[src/rtl/ads8865_sampler.sv]
// ads8865_sampler: periodic start generator and result capture for the ADS8865 serial driver.
// Define ADS8865_AVG_EN to box-car average 2^AVG_LOG2 accepted samples per output word.
module ads8865_sampler #(
    parameter int BITS     = 16,
    parameter int PERIOD   = 1000,
    parameter int AVG_LOG2 = 2
) (
    input  logic            clk,
    input  logic            rst,
    input  logic            en,
    output logic            adc_start,
    input  logic            adc_busy,
    input  logic [BITS-1:0] adc_data,
    output logic [BITS-1:0] out_data,
    output logic            out_valid,
    input  logic            out_ready,
    output logic            overrun
);
    localparam int CW = $clog2(PERIOD + 1);

    typedef enum logic [1:0] {IDLE, START, CAPTURE, WAIT_LO} state_t;

    state_t          state_q, state_d;
    logic [CW-1:0]   cnt_q, cnt_d;
    logic [BITS-1:0] data_q, data_d, word;
    logic            start_q, start_d;
    logic            valid_q, valid_d;
    logic            overrun_q, overrun_d;
    logic            prime_q, prime_d;
    logic            tick, take, load;

    if (PERIOD < 2 || AVG_LOG2 < 1) begin : g_bad_cfg
        $error("ads8865_sampler: PERIOD must be >= 2 and AVG_LOG2 >= 1");
    end

    assign tick = en && cnt_q == CW'(PERIOD - 1);
    // The word latched on a start belongs to the previous conversion, so the first one after enable is stale.
    assign take = state_q == CAPTURE && en && !prime_q;

`ifdef ADS8865_AVG_EN
    localparam int AW = BITS + AVG_LOG2;

    logic [AW-1:0]       acc_q, acc_d, sum;
    logic [AVG_LOG2-1:0] num_q, num_d;
    logic                last;

    always_comb begin
        sum   = acc_q + AW'(adc_data);
        last  = num_q == '1;
        load  = take && last;
        word  = BITS'(sum >> AVG_LOG2);
        acc_d = !en ? '0 : take ? (last ? '0 : sum) : acc_q;
        num_d = !en ? '0 : take ? num_q + 1'b1 : num_q;
    end

    always_ff @(posedge clk or negedge rst) begin
        if (!rst) begin
            acc_q <= '0;
            num_q <= '0;
        end else begin
            acc_q <= acc_d;
            num_q <= num_d;
        end
    end
`else
    always_comb begin
        load = take;
        word = adc_data;
    end
`endif

    always_comb begin
        cnt_d     = (en && !tick) ? cnt_q + 1'b1 : '0;
        start_d   = state_q == IDLE && tick;
        state_d   = (state_q == IDLE && tick)         ? START   :
                    (state_q == START)                ? CAPTURE :
                    (state_q == CAPTURE)              ? WAIT_LO :
                    (state_q == WAIT_LO && !adc_busy) ? IDLE    : state_q;
        prime_d   = !en || (prime_q && state_q != CAPTURE);
        valid_d   = load || (valid_q && !out_ready);
        data_d    = load ? word : data_q;
        overrun_d = en && (overrun_q || (tick && state_q != IDLE) || (load && valid_q && !out_ready));
    end

    always_ff @(posedge clk or negedge rst) begin
        if (!rst) begin
            state_q   <= IDLE;
            cnt_q     <= '0;
            start_q   <= 1'b0;
            valid_q   <= 1'b0;
            data_q    <= '0;
            overrun_q <= 1'b0;
            prime_q   <= 1'b1;
        end else begin
            state_q   <= state_d;
            cnt_q     <= cnt_d;
            start_q   <= start_d;
            valid_q   <= valid_d;
            data_q    <= data_d;
            overrun_q <= overrun_d;
            prime_q   <= prime_d;
        end
    end

    assign adc_start = start_q;
    assign out_valid = valid_q;
    assign out_data  = data_q;
    assign overrun   = overrun_q;
endmodule
[config.mk]
export PLATFORM = sky130hd
export DESIGN_NAME = ads8865_sampler
export DESIGN_NICKNAME = d
export VERILOG_FILES = /design/src/rtl/ads8865_sampler.sv
export SDC_FILE = /design/constraint.sdc
export NUM_CORES = 1
export LEC_CHECK = 0
export ABC_CLOCK_PERIOD_IN_PS = 1700
export BUFFER_PORTS_ARGS = -buffer_cell sky130_fd_sc_hd__buf_2
export CELL_PAD_IN_SITES_DETAIL_PLACEMENT = 1
export CELL_PAD_IN_SITES_GLOBAL_PLACEMENT = 1
export CORE_ASPECT_RATIO = 2
export CORE_MARGIN = 4
export CORE_UTILIZATION = 36
export DETAILED_ROUTE_END_ITERATION = 8
export PLACE_DENSITY_LB_ADDON = 0.1
export SETUP_SLACK_MARGIN = 0.15
export SYNTH_ARGS = -nofsm -noshare
export SYNTH_HDL_FRONTEND = slang
export SYNTH_SLANG_ARGS = --single-unit
[constraint.sdc]
create_clock -name clk -period 1.7 [get_ports clk]
set_clock_uncertainty 0.2 [all_clocks]
set_input_delay 0.17 -clock clk [delete_from_list [all_inputs] [get_ports clk]]
set_output_delay 0.17 -clock clk [all_outputs]
set_load 0.05 [all_outputs]
Word level (Yosys, flattened, before mapping)
Index checks and enable logic that the tools add are counted.
{"block": "classes", "reduce_logical": 24, "eq_ne": 5, "addsub": 1, "mux": 5}
{"op": "$logic_and A1 B1 Y1", "count": 12}
{"op": "$add A10 B1 Y10 const B", "count": 1}
{"op": "$eq A10 B10 Y1 const B", "count": 1}
{"op": "$mux W10", "count": 1}
{"op": "$mux W2", "count": 4}
{"op": "$logic_not A1 Y1", "count": 5}
{"op": "$eq A2 B2 Y1 const B", "count": 2}
{"op": "$logic_or A1 B1 Y1", "count": 4}
{"op": "$reduce_bool A4 Y1", "count": 1}
{"op": "$eq A2 B1 Y1 const B", "count": 1}
{"op": "$logic_not A2 Y1", "count": 1}
{"op": "$ne A2 B2 Y1 const B", "count": 1}
{"op": "$reduce_bool A2 Y1", "count": 1}
{"block": "word_totals", "output_inout_bits": 19, "in_bits": 21, "reg_bits": 32}

Logic depth before layout (Yosys ltp)
Gate-level depths: netlist of run 1.
{"block": "depth", "ltp_word": 7, "depth_mapped": 6}

Worst setup path before layout of run 1
OpenSTA, ideal clock, no wires.
{"block": "synth_path", "path_type": "register -> register", "startpoint": "register state_q[0]", "endpoint": "register data_q[2], in the netlist out_data[2]", "t_arrival_ns": 1.465, "stages_incl_launch_ff": 6, "setup_time_ns": 0.125, "path_buffers": 1, "period_less_slack_ns": 1.790, "setup_slack_ns": -0.090, "cell_sequence": "dfrtp_1 inv_1 ha_1 nand3b_2 buf_2 mux2_2"}
{"block": "synth_between", "elab_chain_len": 3}
{"element": "start, declared", "line_no": "23", "rtl": "state_t state_q, state_d;"}
{"element": "start signal, assigned", "line_no": "95", "rtl": "state_q <= state_d;"}
{"element": "$eq A2 B2 Y1", "line_no": "38", "rtl": "assign take = state_q == CAPTURE && en && !prime_q;"}
{"element": "$logic_and A1 B1 Y1 (2 in a row)", "line_no": "38"}
{"element": "end signal, assigned", "line_no": "99", "rtl": "data_q <= data_d;"}
{"element": "end, declared", "line_no": "25", "rtl": "logic [BITS-1:0] data_q, data_d, word;"}
Every way passes these cells.
A chain may end at the register's enable or synchronous reset.

Final worst setup path of run 1
{"block": "layout_path", "startpoint": "register state_q[0]", "endpoint": "register data_q[10], in the netlist out_data[10]"}
The elaborated chain is that of the path after synthesis.

==> flow_metrics.env, run 1 <==
export IMPL_status="completed"
export IMPL_post_synth_main_area_contributors="sky130_fd_sc_hd__dfrtp_1 53%, sky130_fd_sc_hd__mux2_2 7.6%, sky130_fd_sc_hd__ha_1 5.1%, sky130_fd_sc_hd__mux2_1 4.6%, sky130_fd_sc_hd__nor2_1 2.0%"
export IMPL_final_core_util_pct=60.4
export IMPL_critical_path_top_delay_family="flip-flops"
export IMPL_standard_cell_with_the_maximum_stage_delay_on_the_critical_path="sky130_fd_sc_hd__dfrtp_1"
export IMPL_drc_errors=0
export IMPL_hpwl_after_detailed_placement_mm=2.62
export IMPL_post_synth_num_cell_types=33
export IMPL_switching_power_mw=1.55
export IMPL_worstRegToRegCells=5
export IMPL_postSynthNetCount=144
export IMPL_cts_buffers=5
export IMPL_pin_count=40
export IMPL_cp_slowest_stage_delay_ns=0.42
export IMPL_switching_share_pct=43.6
export IMPL_rsz0062_at_grt="true"
export IMPL_max_cap_viol_count=0
export IMPL_detailedRoute_firstPassIterationCount=4
export IMPL_worst_setup_path_endpoint="out_data[10]"
export IMPL_cp_cell_sequence="inv_2 -> ha_4 -> buf_12 -> nand3b_4 -> mux2_4"
export IMPL_final_period_utilization_pct=98.2
export IMPL_cp_depth=5
export IMPL_clock_path_buffers=2
export IMPL_fp_dieW_um=53.2
export IMPL_detail_route_antenna_nets=0
export IMPL_globalRoute_totalOverflow=0
export IMPL_timing_critical_path_fanout_max=7
export IMPL_path_class="register to register"
export IMPL_final_min_clock_period_ns=1.67
export IMPL_synth_cell_area_sq_um=1470
export IMPL_clkLatencyLatePin_ns=0.28
export IMPL_yosys_area_top_type="sky130_fd_sc_hd__dfrtp_1"
export IMPL_vias_in_the_first_global_route=1367
export IMPL_pin_count_of_the_biggest_net_entering_global_routing=33
export IMPL_pwr_share_seq_pct=32.3
export IMPL_globalplace_congestion=0.730
export IMPL_die_y_um=98.5
export IMPL_r2r_start="state_q[0]"
export IMPL_cts_root_buffer="sky130_fd_sc_hd__clkbuf_8"
export IMPL_vias=1261
export IMPL_synth_edf_count=0
export IMPL_fin_total_pwr_mw=3.56
export IMPL_worst_r2r_endpoint="out_data[10]"
export IMPL_worst_ep_required_time_ns=1.68
export IMPL_grt_first_pass_wirelength_mm=6.69
export IMPL_layout_common_cells="39 x sky130_fd_sc_hd__buf_2, 29 x sky130_fd_sc_hd__dfrtp_1, 18 x sky130_fd_sc_hd__dlygate4sd3_1, 9 x sky130_fd_sc_hd__mux2_4, 9 x sky130_fd_sc_hd__buf_4"
export IMPL_initial_core_util_pct=37.5
export IMPL_r2r_setup_slack_ns=0.03
export IMPL_worst_pin_slew_ns=0.415
export IMPL_post_synth_top_area_fraction_pct=52.7
export IMPL_area_delta_synth_final_pct=60.8
export IMPL_buffer_ports_inserted=39
export IMPL_tritoncts_clock_tree="yes"
export IMPL_fill_cells=429
export IMPL_synth_area_per_cell_sq_um=12.6
export IMPL_clock_power_share_pct=17.4
export IMPL_drt_vias_per_instance=5.04
export IMPL_synth_seq_area_share_pct=54.5
export IMPL_post_route_cells_drive_above_1_share_pct=54.8
export IMPL_hold_path_class="primary input to register"
export IMPL_critical_path_startpoint_type="register"
export IMPL_dieArea_sq_um=5240
export IMPL_final_common_cell="sky130_fd_sc_hd__buf_2"
export IMPL_gate_count_post_synth=117
export IMPL_share_comb_of_total_power_pct=50.4
export IMPL_power_static_leakage_nw=1.16
export IMPL_fp_row_count=32
export IMPL_yosysWarnings=0
export IMPL_wl_mm=4.42
export IMPL_internal_power_mw=2.01
export IMPL_synth_top_flop_cell="sky130_fd_sc_hd__dfrtp_1"
export IMPL_critical_path_buf_inv_count=2
export IMPL_worst_slew_margin_rel_pct=72.3
export IMPL_placeableCoreArea_sq_um=3920
export IMPL_end_kind="register"
export IMPL_power_density_cell_area_nw_per_um2=1500
export IMPL_ff_latch_area_sq_um=805
export IMPL_fmaxAchievable_ghz=0.599
export IMPL_grt_antenna_before_repair=0
export IMPL_final_hold_viol_count=0
export IMPL_initialDrtViolationCount=11
export IMPL_multi_input_area_sq_um=858
export IMPL_async_flop_share_pct=100
export IMPL_cp_arrival_ns=1.65
export IMPL_worst_setup_path_startpoint="state_q[0]"
export IMPL_clkSinkCount=32
export IMPL_wl_per_cell_um=17.7
export IMPL_timing_final_max_slew_violations=0
export IMPL_cts_clk_slew_worst_paths_ns=0.08
export IMPL_h_tree_depth=2
export IMPL_vdd_ir_drop_worst_v=0.000924
export IMPL_num_nets_final=225
export IMPL_synth_ff_latch_count=32
export IMPL_grt_usage_pct=17.5
export IMPL_endpoints_failing_setup=0
export IMPL_antenna_cells_inserted=0
[through the flow]
step	setup TNS (ns)	area, sq um	setup slack, ns	cells	hold WS [ns]
3_5_place_dp	0	1820	0.0152	209	0.0207
2_1_floorplan	0	1540	0.126	117	-0.326
6_report	0	2370	0.0310	250	0.0833
5_1_grt	-0.0577	2370	-0.0223	250	0.0854
3_3_place_gp	0	1820	0.0578	209	0.00915
4_1_cts	0	2190	0.0151	244	0.0466
[kinds of logic (layout without fill, tap and decap cells)]
group | Yosys count | after routing | synth area share [%]
and+or+nand+nor | 36 | 39 | 15.5
adders and majority gates | 6 | 6 | 5.10
buffers and inverters | 7 | 86 | 1.95
AOI/OAI and AO/OA | 17 | 17 | 9.01
muxes | 16 | 16 | 12.2
DFF | 32 | 32 | 54.5
xor gates and xnor gates | 3 | 3 | 1.78
[cell type report]
class / instances / share of cell area (%)
well taps: 51 / 2.69
multi-input cells: 81 / 36.2
repair buffers: 73 / 22.4
flip-flops and latches: 32 / 34.0
clock buffers: 6 / 3.49
clock inverters: 2 / 0.423
inverters: 5 / 0.792
[synthesized netlist by cell type (all sizes together) (2+ instances only)]
| cell type | instances |
|---|---|
| a21oi | 4 |
| buf | 2 |
| dfrtp | 31 |
| ha | 6 |
| inv | 5 |
| mux2 | 16 |
| nand2 | 6 |
| nand3 | 4 |
| nand4 | 3 |
| nor2 | 8 |
| nor4 | 2 |
| o21ai | 4 |
| o31a | 2 |
| o31ai | 4 |
| or3 | 3 |
| or4 | 3 |
| xor2 | 2 |
[power groups by stage]
stage,clock network (mW),logic (mW),registers (mW)
floorplan,0,0.458,1.79
global placement,0,1.44,1.12
detailed placement,0,1.48,1.14
CTS,0.628,1.61,1.14
global route,0.682,1.88,1.18
finish,0.618,1.79,1.15
[timing repair]
action                     CTS  global route
resized for setup            4            29
setup endpoints to repair   26            30
pin swaps                    1             7
buffers inserted             7             4
hold endpoints to repair    48             0
hold buffers                18             0
cloned                       2             2
[registers in the layout, summed over array words and instances (netlist names)]
name,count
cnt_q,10
overrun,1
out_data,16
out_valid,1
adc_start,1
state_q,2
prime_q,1
[worst reg2reg max path: cells and delay by family (launching register included)]
kind / cells / cell delay, ns
flops: 1 / 0.42
buf+inv: 2 / 0.26
mux: 1 / 0.34
fa+ha+maj: 1 / 0.22
simple gates: 1 / 0.12
[worst min path at each step]
stage / endpoint / startpoint / slack [ns] / depth (start not counted)
final: prime_q / en / 0.08 / 2
after global routing: overrun / en / 0.09 / 2
after CTS: prime_q / en / 0.05 / 2
after detailed placement: out_data[11] / rst / 0.02 / 2
after global placement: out_data[15] / rst / 0.009 / 2
after floorplan: adc_start / rst / -0.33 / 0
[layer usage]
layer | routed length, um | GRT usage, % | vias to the layer above
li1 | - | - | 590
met1 | 1520 | 18.4 | 643
met2 | 2660 | 31.0 | 24
met3 | 173 | 4.24 | 4
met4 | 66 | 7.68 | 0
met5 | 0 | 0 | -
Note: power is estimated with default switching activity, not from simulation.
==> inputs of run 2 (changes only) <==
--- a/config.mk
+++ b/config.mk
@@ -11,7 +11,8 @@
 export CELL_PAD_IN_SITES_GLOBAL_PLACEMENT = 1
 export CORE_ASPECT_RATIO = 2
 export CORE_MARGIN = 4
-export CORE_UTILIZATION = 36
+export CORE_UTILIZATION = 38
+export CTS_BUF_LIST = sky130_fd_sc_hd__clkbuf_8
 export DETAILED_ROUTE_END_ITERATION = 8
 export PLACE_DENSITY_LB_ADDON = 0.1
 export SETUP_SLACK_MARGIN = 0.15
==> flow_metrics.env, run 2 (same netlist as run 1, synthesis figures left out) <==
export IMPL_status="completed"
export IMPL_endpoints_failing_setup=0
export IMPL_hold_path_class="primary input to register"
export IMPL_layout_common_cells="39 x sky130_fd_sc_hd__buf_2, 27 x sky130_fd_sc_hd__dfrtp_1, 18 x sky130_fd_sc_hd__dlygate4sd3_1, 15 x sky130_fd_sc_hd__buf_4, 10 x sky130_fd_sc_hd__mux2_2"
export IMPL_critical_path_startpoint_type="register"
export IMPL_vdd_ir_drop_worst_v=0.00136
export IMPL_fp_dieW_um=52.0
export IMPL_power_static_leakage_nw=1.15
export IMPL_h_tree_depth=2
export IMPL_dieArea_sq_um=5000
export IMPL_pin_count=40
export IMPL_post_place_ws_ns=0.00736
export IMPL_max_cap_viol_count=0
export IMPL_grt_antenna_before_repair=0
export IMPL_fin_area_sq_um=2390
export IMPL_wl_mm=4.57
export IMPL_finalNonFillerCells=251
export IMPL_initial_core_util_pct=40.0
export IMPL_final_period_utilization_pct=97.8
export IMPL_timing_critical_path_fanout_max=8
export IMPL_final_common_cell="sky130_fd_sc_hd__buf_2"
export IMPL_fin_total_pwr_mw=3.63
export IMPL_wl_per_cell_um=18.2
export IMPL_cp_cell_sequence="inv_2 -> ha_4 -> or4_4 -> o211ai_2"
export IMPL_max_reg_flops=16
export IMPL_final_min_clock_period_ns=1.66
export IMPL_cts_buffers=5
export IMPL_rsz0062_at_grt="true"
export IMPL_vias=1294
export IMPL_clkLatencyLatePin_ns=0.29
export IMPL_tritoncts_clock_tree="yes"
export IMPL_placeableCoreArea_sq_um=3680
export IMPL_fill_cells=368
export IMPL_worst_pin_slew_ns=0.411
export IMPL_hpwl_after_detailed_placement_mm=2.45
export IMPL_drt_vias_per_instance=5.16
export IMPL_clock_power_share_pct=20.3
export IMPL_worst_ep_required_time_ns=1.70
export IMPL_antenna_cells_inserted=0
export IMPL_final_hold_viol_count=0
export IMPL_grt_usage_pct=18.6
export IMPL_internal_power_mw=2.07
export IMPL_worst_slew_margin_rel_pct=72.6
export IMPL_critical_path_top_delay_family="simple AND/OR/NAND/NOR gates"
export IMPL_die_y_um=96.0
export IMPL_detailedRoute_firstPassIterationCount=3
export IMPL_clkSinkCount=32
export IMPL_fmaxAchievable_ghz=0.601
export IMPL_drc_errors=0
export IMPL_end_kind="register"
export IMPL_detail_route_antenna_nets=0
export IMPL_power_density_cell_area_nw_per_um2=1510
export IMPL_share_comb_of_total_power_pct=48.1
export IMPL_globalRoute_totalOverflow=0
export IMPL_globalplace_congestion=0.729
export IMPL_cp_slowest_stage_delay_ns=0.52
export IMPL_vias_in_the_first_global_route=1366
export IMPL_buffer_ports_inserted=39
export IMPL_initialDrtViolationCount=9
export IMPL_switching_share_pct=42.9
export IMPL_pwr_share_seq_pct=31.6
export IMPL_switching_power_mw=1.56
export IMPL_cts_clk_slew_worst_paths_ns=0.08
export IMPL_timing_final_max_slew_violations=0
export IMPL_post_route_cells_drive_above_1_share_pct=57.9
export IMPL_clock_path_buffers=2
export IMPL_cp_arrival_ns=1.67
export IMPL_num_nets_final=228
export IMPL_cts_root_buffer="sky130_fd_sc_hd__clkbuf_8"
export IMPL_area_delta_synth_final_pct=62.5
export IMPL_dp_cells=205
export IMPL_path_class="register to register"
export IMPL_grt_first_pass_wirelength_mm=6.62
export IMPL_standard_cell_with_the_maximum_stage_delay_on_the_critical_path="sky130_fd_sc_hd__or4_4"
export IMPL_place_area_sq_um=1800
export IMPL_critical_path_buf_inv_count=1
export IMPL_final_setup_worst_slack_ns=0.0368
export IMPL_pin_count_of_the_biggest_net_entering_global_routing=33
export IMPL_fp_row_count=31
[run 2: path summary, 6_finish.rpt]
kind	start	to	slack, ns	cells past startpoint
hold reg to reg	overrun	overrun	0.31	1
max in group asynchronous	rst	state_q[1]	0.72	3
hold / removal	en	prime_q	0.07	2
min in group asynchronous	rst	out_data[12]	0.25	3
setup reg to reg	state_q[0]	state_q[1]	0.04	4
setup / recovery	state_q[0]	state_q[1]	0.04	4
[run 2: area by class of cell]
cell class / instances / area [sq um] / area share (%)
inverters: 5 / 18.8 / 0.784
flip-flops and latches: 32 / 807 / 33.7
clock inverters: 3 / 42.5 / 1.78
multi-input cells: 81 / 862 / 36.0
well taps: 49 / 61.3 / 2.56
repair buffers: 76 / 533 / 22.3
clock buffers: 5 / 68.8 / 2.88
[run 2: power by group through the flow]
stage,registers [mW],logic [mW],clock network [mW]
after global placement,1.12,1.43,0
final,1.15,1.74,0.735
after global routing,1.17,1.83,0.784
after floorplan,1.79,0.458,0
after detailed placement,1.14,1.46,0
after CTS,1.13,1.67,0.749
[run 2: timing repair]
| action | 4_1_cts | 5_1_grt |
|---|---|---|
| hold endpoints to repair | 48 | 0 |
| hold buffers | 18 | 0 |
| setup endpoints to repair | 29 | 29 |
| cloned | 3 | 0 |
| setup buffers | 8 | 9 |
| resized for setup | 7 | 25 |
| pin swaps | 2 | 10 |
[run 2: metrics by stage]
step                      util (%)  setup TNS [ns]  hold slack, ns
after CTS                     60.5               0          0.0545
final                         65.0               0          0.0679
after global placement        48.8               0          0.0114
after detailed placement      48.8               0          0.0264
after global routing          65.0         -0.0884          0.0712
after floorplan                  -               0          -0.326
[run 2: metal layers]
layer	routed length, um	vias to the layer above	global-route usage, %
met4	116	0	9.85
met2	2720	27	33.7
li1	-	597	-
met5	0	-	0
met1	1610	661	19.3
met3	114	9	3.57
[run 2: worst reg2reg max path, delay by kind of cell (launching register included)]
family,cells,cell delay (ns)
AND/OR/NAND/NOR,1,0.52
flip-flops,1,0.41
adder cells (fa/ha/maj),1,0.21
AO/OA/AOI/OAI,1,0.15
buffers and inverters,1,0.10
==> inputs of run 3 (changes only) <==
--- a/config.mk
+++ b/config.mk
@@ -11,11 +11,12 @@
 export CELL_PAD_IN_SITES_GLOBAL_PLACEMENT = 1
 export CORE_ASPECT_RATIO = 2
 export CORE_MARGIN = 4
-export CORE_UTILIZATION = 38
+export CORE_UTILIZATION = 26
 export CTS_BUF_LIST = sky130_fd_sc_hd__clkbuf_8
 export DETAILED_ROUTE_END_ITERATION = 8
-export PLACE_DENSITY_LB_ADDON = 0.1
+export PLACE_DENSITY = 0.65
 export SETUP_SLACK_MARGIN = 0.15
+export SKIP_LAST_GASP = 1
 export SYNTH_ARGS = -nofsm -noshare
 export SYNTH_HDL_FRONTEND = slang
 export SYNTH_SLANG_ARGS = --single-unit
==> flow_metrics.env, run 3 (same netlist as run 1, synthesis figures left out) <==
export IMPL_status="completed"
export IMPL_endpoints_failing_setup=0
export IMPL_cts_clk_slew_worst_paths_ns=0.07
export IMPL_switching_power_mw=1.46
export IMPL_pwr_share_seq_pct=34.7
export IMPL_worst_pin_slew_ns=0.729
export IMPL_clkLatencyLatePin_ns=0.27
export IMPL_tritoncts_clock_tree="yes"
export IMPL_initial_core_util_pct=26.9
export IMPL_end_kind="register"
export IMPL_worst_slew_margin_rel_pct=51.4
export IMPL_grt_busiest_layer="met2"
export IMPL_grt_use_met1_pct=12.9
export IMPL_layout_common_cells="39 x sky130_fd_sc_hd__buf_2, 28 x sky130_fd_sc_hd__dfrtp_1, 18 x sky130_fd_sc_hd__dlygate4sd3_1, 10 x sky130_fd_sc_hd__mux2_2, 7 x sky130_fd_sc_hd__buf_4"
export IMPL_grt_first_pass_wirelength_mm=6.56
export IMPL_worstRegToRegCells=5
export IMPL_final_min_clock_period_ns=1.65
export IMPL_antenna_cells_inserted=0
export IMPL_area_delta_synth_final_pct=53.1
export IMPL_r2r_setup_slack_ns=0.05
export IMPL_grt_antenna_before_repair=0
export IMPL_fp_dieW_um=61.2
export IMPL_worst_ep_required_time_ns=1.69
export IMPL_power_static_leakage_nw=1.06
export IMPL_wl_per_cell_um=16.6
export IMPL_final_common_cell="sky130_fd_sc_hd__buf_2"
export IMPL_share_comb_of_total_power_pct=49.3
export IMPL_initialDrtViolationCount=57
export IMPL_wl_mm=4.14
export IMPL_detailedRoute_firstPassIterationCount=4
export IMPL_vias=1195
export IMPL_worst_setup_path_endpoint="state_q[1]"
export IMPL_grt_usage_pct=12.6
export IMPL_num_nets_final=216
export IMPL_cts_root_buffer="sky130_fd_sc_hd__clkbuf_8"
export IMPL_vias_in_the_first_global_route=1354
export IMPL_die_y_um=114
export IMPL_critical_path_startpoint_type="register"
export IMPL_cp_arrival_ns=1.65
export IMPL_met2_usage_pct=24.1
export IMPL_final_hold_viol_count=0
export IMPL_globalplace_congestion=0.679
export IMPL_internal_power_mw=1.86
export IMPL_hpwl_after_detailed_placement_mm=2.82
export IMPL_clock_power_share_pct=16.0
export IMPL_max_reg_flops=16
export IMPL_globalRoute_totalOverflow=0
export IMPL_fp_row_count=38
export IMPL_r2r_start="state_q[1]"
export IMPL_placeableCoreArea_sq_um=5470
export IMPL_path_class="register to register"
export IMPL_power_density_cell_area_nw_per_um2=1470
export IMPL_final_period_utilization_pct=97.3
export IMPL_clkSinkCount=32
export IMPL_pin_count=40
export IMPL_detail_route_antenna_nets=0
export IMPL_hold_path_class="primary input to register"
export IMPL_max_cap_viol_count=0
export IMPL_dieArea_sq_um=7000
export IMPL_met3_usage_pct=2.37
export IMPL_vdd_ir_drop_worst_v=0.00115
export IMPL_fmaxAchievable_ghz=0.604
export IMPL_pin_count_of_the_biggest_net_entering_global_routing=33
export IMPL_drc_errors=0
export IMPL_cts_buffers=5
export IMPL_fill_cells=591
export IMPL_fin_total_pwr_mw=3.32
export IMPL_worst_r2r_endpoint="state_q[1]"
export IMPL_setup_total_negative_slack_ns=0
export IMPL_timing_final_max_slew_violations=0
export IMPL_worst_setup_path_startpoint="state_q[1]"
export IMPL_switching_share_pct=44.1
export IMPL_timing_critical_path_fanout_max=4
export IMPL_drt_vias_per_instance=4.78
export IMPL_h_tree_depth=2
export IMPL_post_route_cells_drive_above_1_share_pct=53.7
export IMPL_buffer_ports_inserted=39
export IMPL_clock_path_buffers=2
export IMPL_rsz0062_at_grt="true"
## run 3: power by group through the flow
stage	Clock [mW]	Sequential, mW	Combinational (mW)
after floorplan	0	1.79	0.458
after global placement	0	1.12	1.43
after detailed placement	0	1.15	1.48
after CTS	0.552	1.15	1.60
after global routing	0.597	1.19	1.74
final	0.531	1.15	1.64
## run 3: through the flow
step | cells | worst slack [ns] | hold slack, ns | util (%) | instance area [sq um]
final | 250 | 0.0453 | 0.00572 | 41.2 | 2250
after global routing | 250 | 0.000620 | 0.0231 | 41.2 | 2250
after CTS | 248 | 0.0339 | -0.00403 | 39.8 | 2180
after detailed placement | 216 | -0.0168 | 0.0705 | 33.1 | 1810
after global placement | 216 | 0.0706 | 0.0440 | 33.1 | 1810
after floorplan | 117 | 0.126 | -0.326 | - | 1540
## run 3: what timing repair did
item | 4_1_cts | 5_1_grt
setup buffers | 6 | 1
pin swaps | 1 | 6
hold buffers | 18 | 0
endpoints found under the setup margin | 29 | 30
gates resized for setup | 11 | 17
gates cloned | 0 | 1
endpoints found under the hold margin | 49 | 0
## run 3: how the worst min path moves through the flow
stage | startpoint | end | cells after the start
after global routing | en | prime_q | 2
after floorplan | rst | adc_start | 0
after CTS | en | prime_q | 2
after global placement | rst | adc_start | 1
after detailed placement | rst | adc_start | 1
final | en | prime_q | 2
## run 3: layout make-up
type	count	area [sq um]	area share, %
Multi-Input combinational cell	78	798	35.4
Tap cell	60	75.1	3.33
Sequential cell	32	806	35.7
Clock inverter	3	12.5	0.555
Clock buffer	5	68.8	3.05
Inverter	5	23.8	1.05
Timing Repair Buffer	67	470	20.9
## run 3: critical path: stages, from the launching register on
cell and delay (ns):
sky130_fd_sc_hd__dfrtp_2 0.45, sky130_fd_sc_hd__inv_4 0.07, sky130_fd_sc_hd__ha_4 0.27, sky130_fd_sc_hd__nand4_1 0.09, sky130_fd_sc_hd__or4_4 0.43, sky130_fd_sc_hd__o211ai_2 0.07
## run 3: per-layer routing
| metal | wire (um) | vias up |
|---|---|---|
| li1 | - | 563 |
| met1 | 1370 | 612 |
| met2 | 2650 | 18 |
| met3 | 97 | 2 |
| met4 | 23 | 0 |
| met5 | 0 | - |
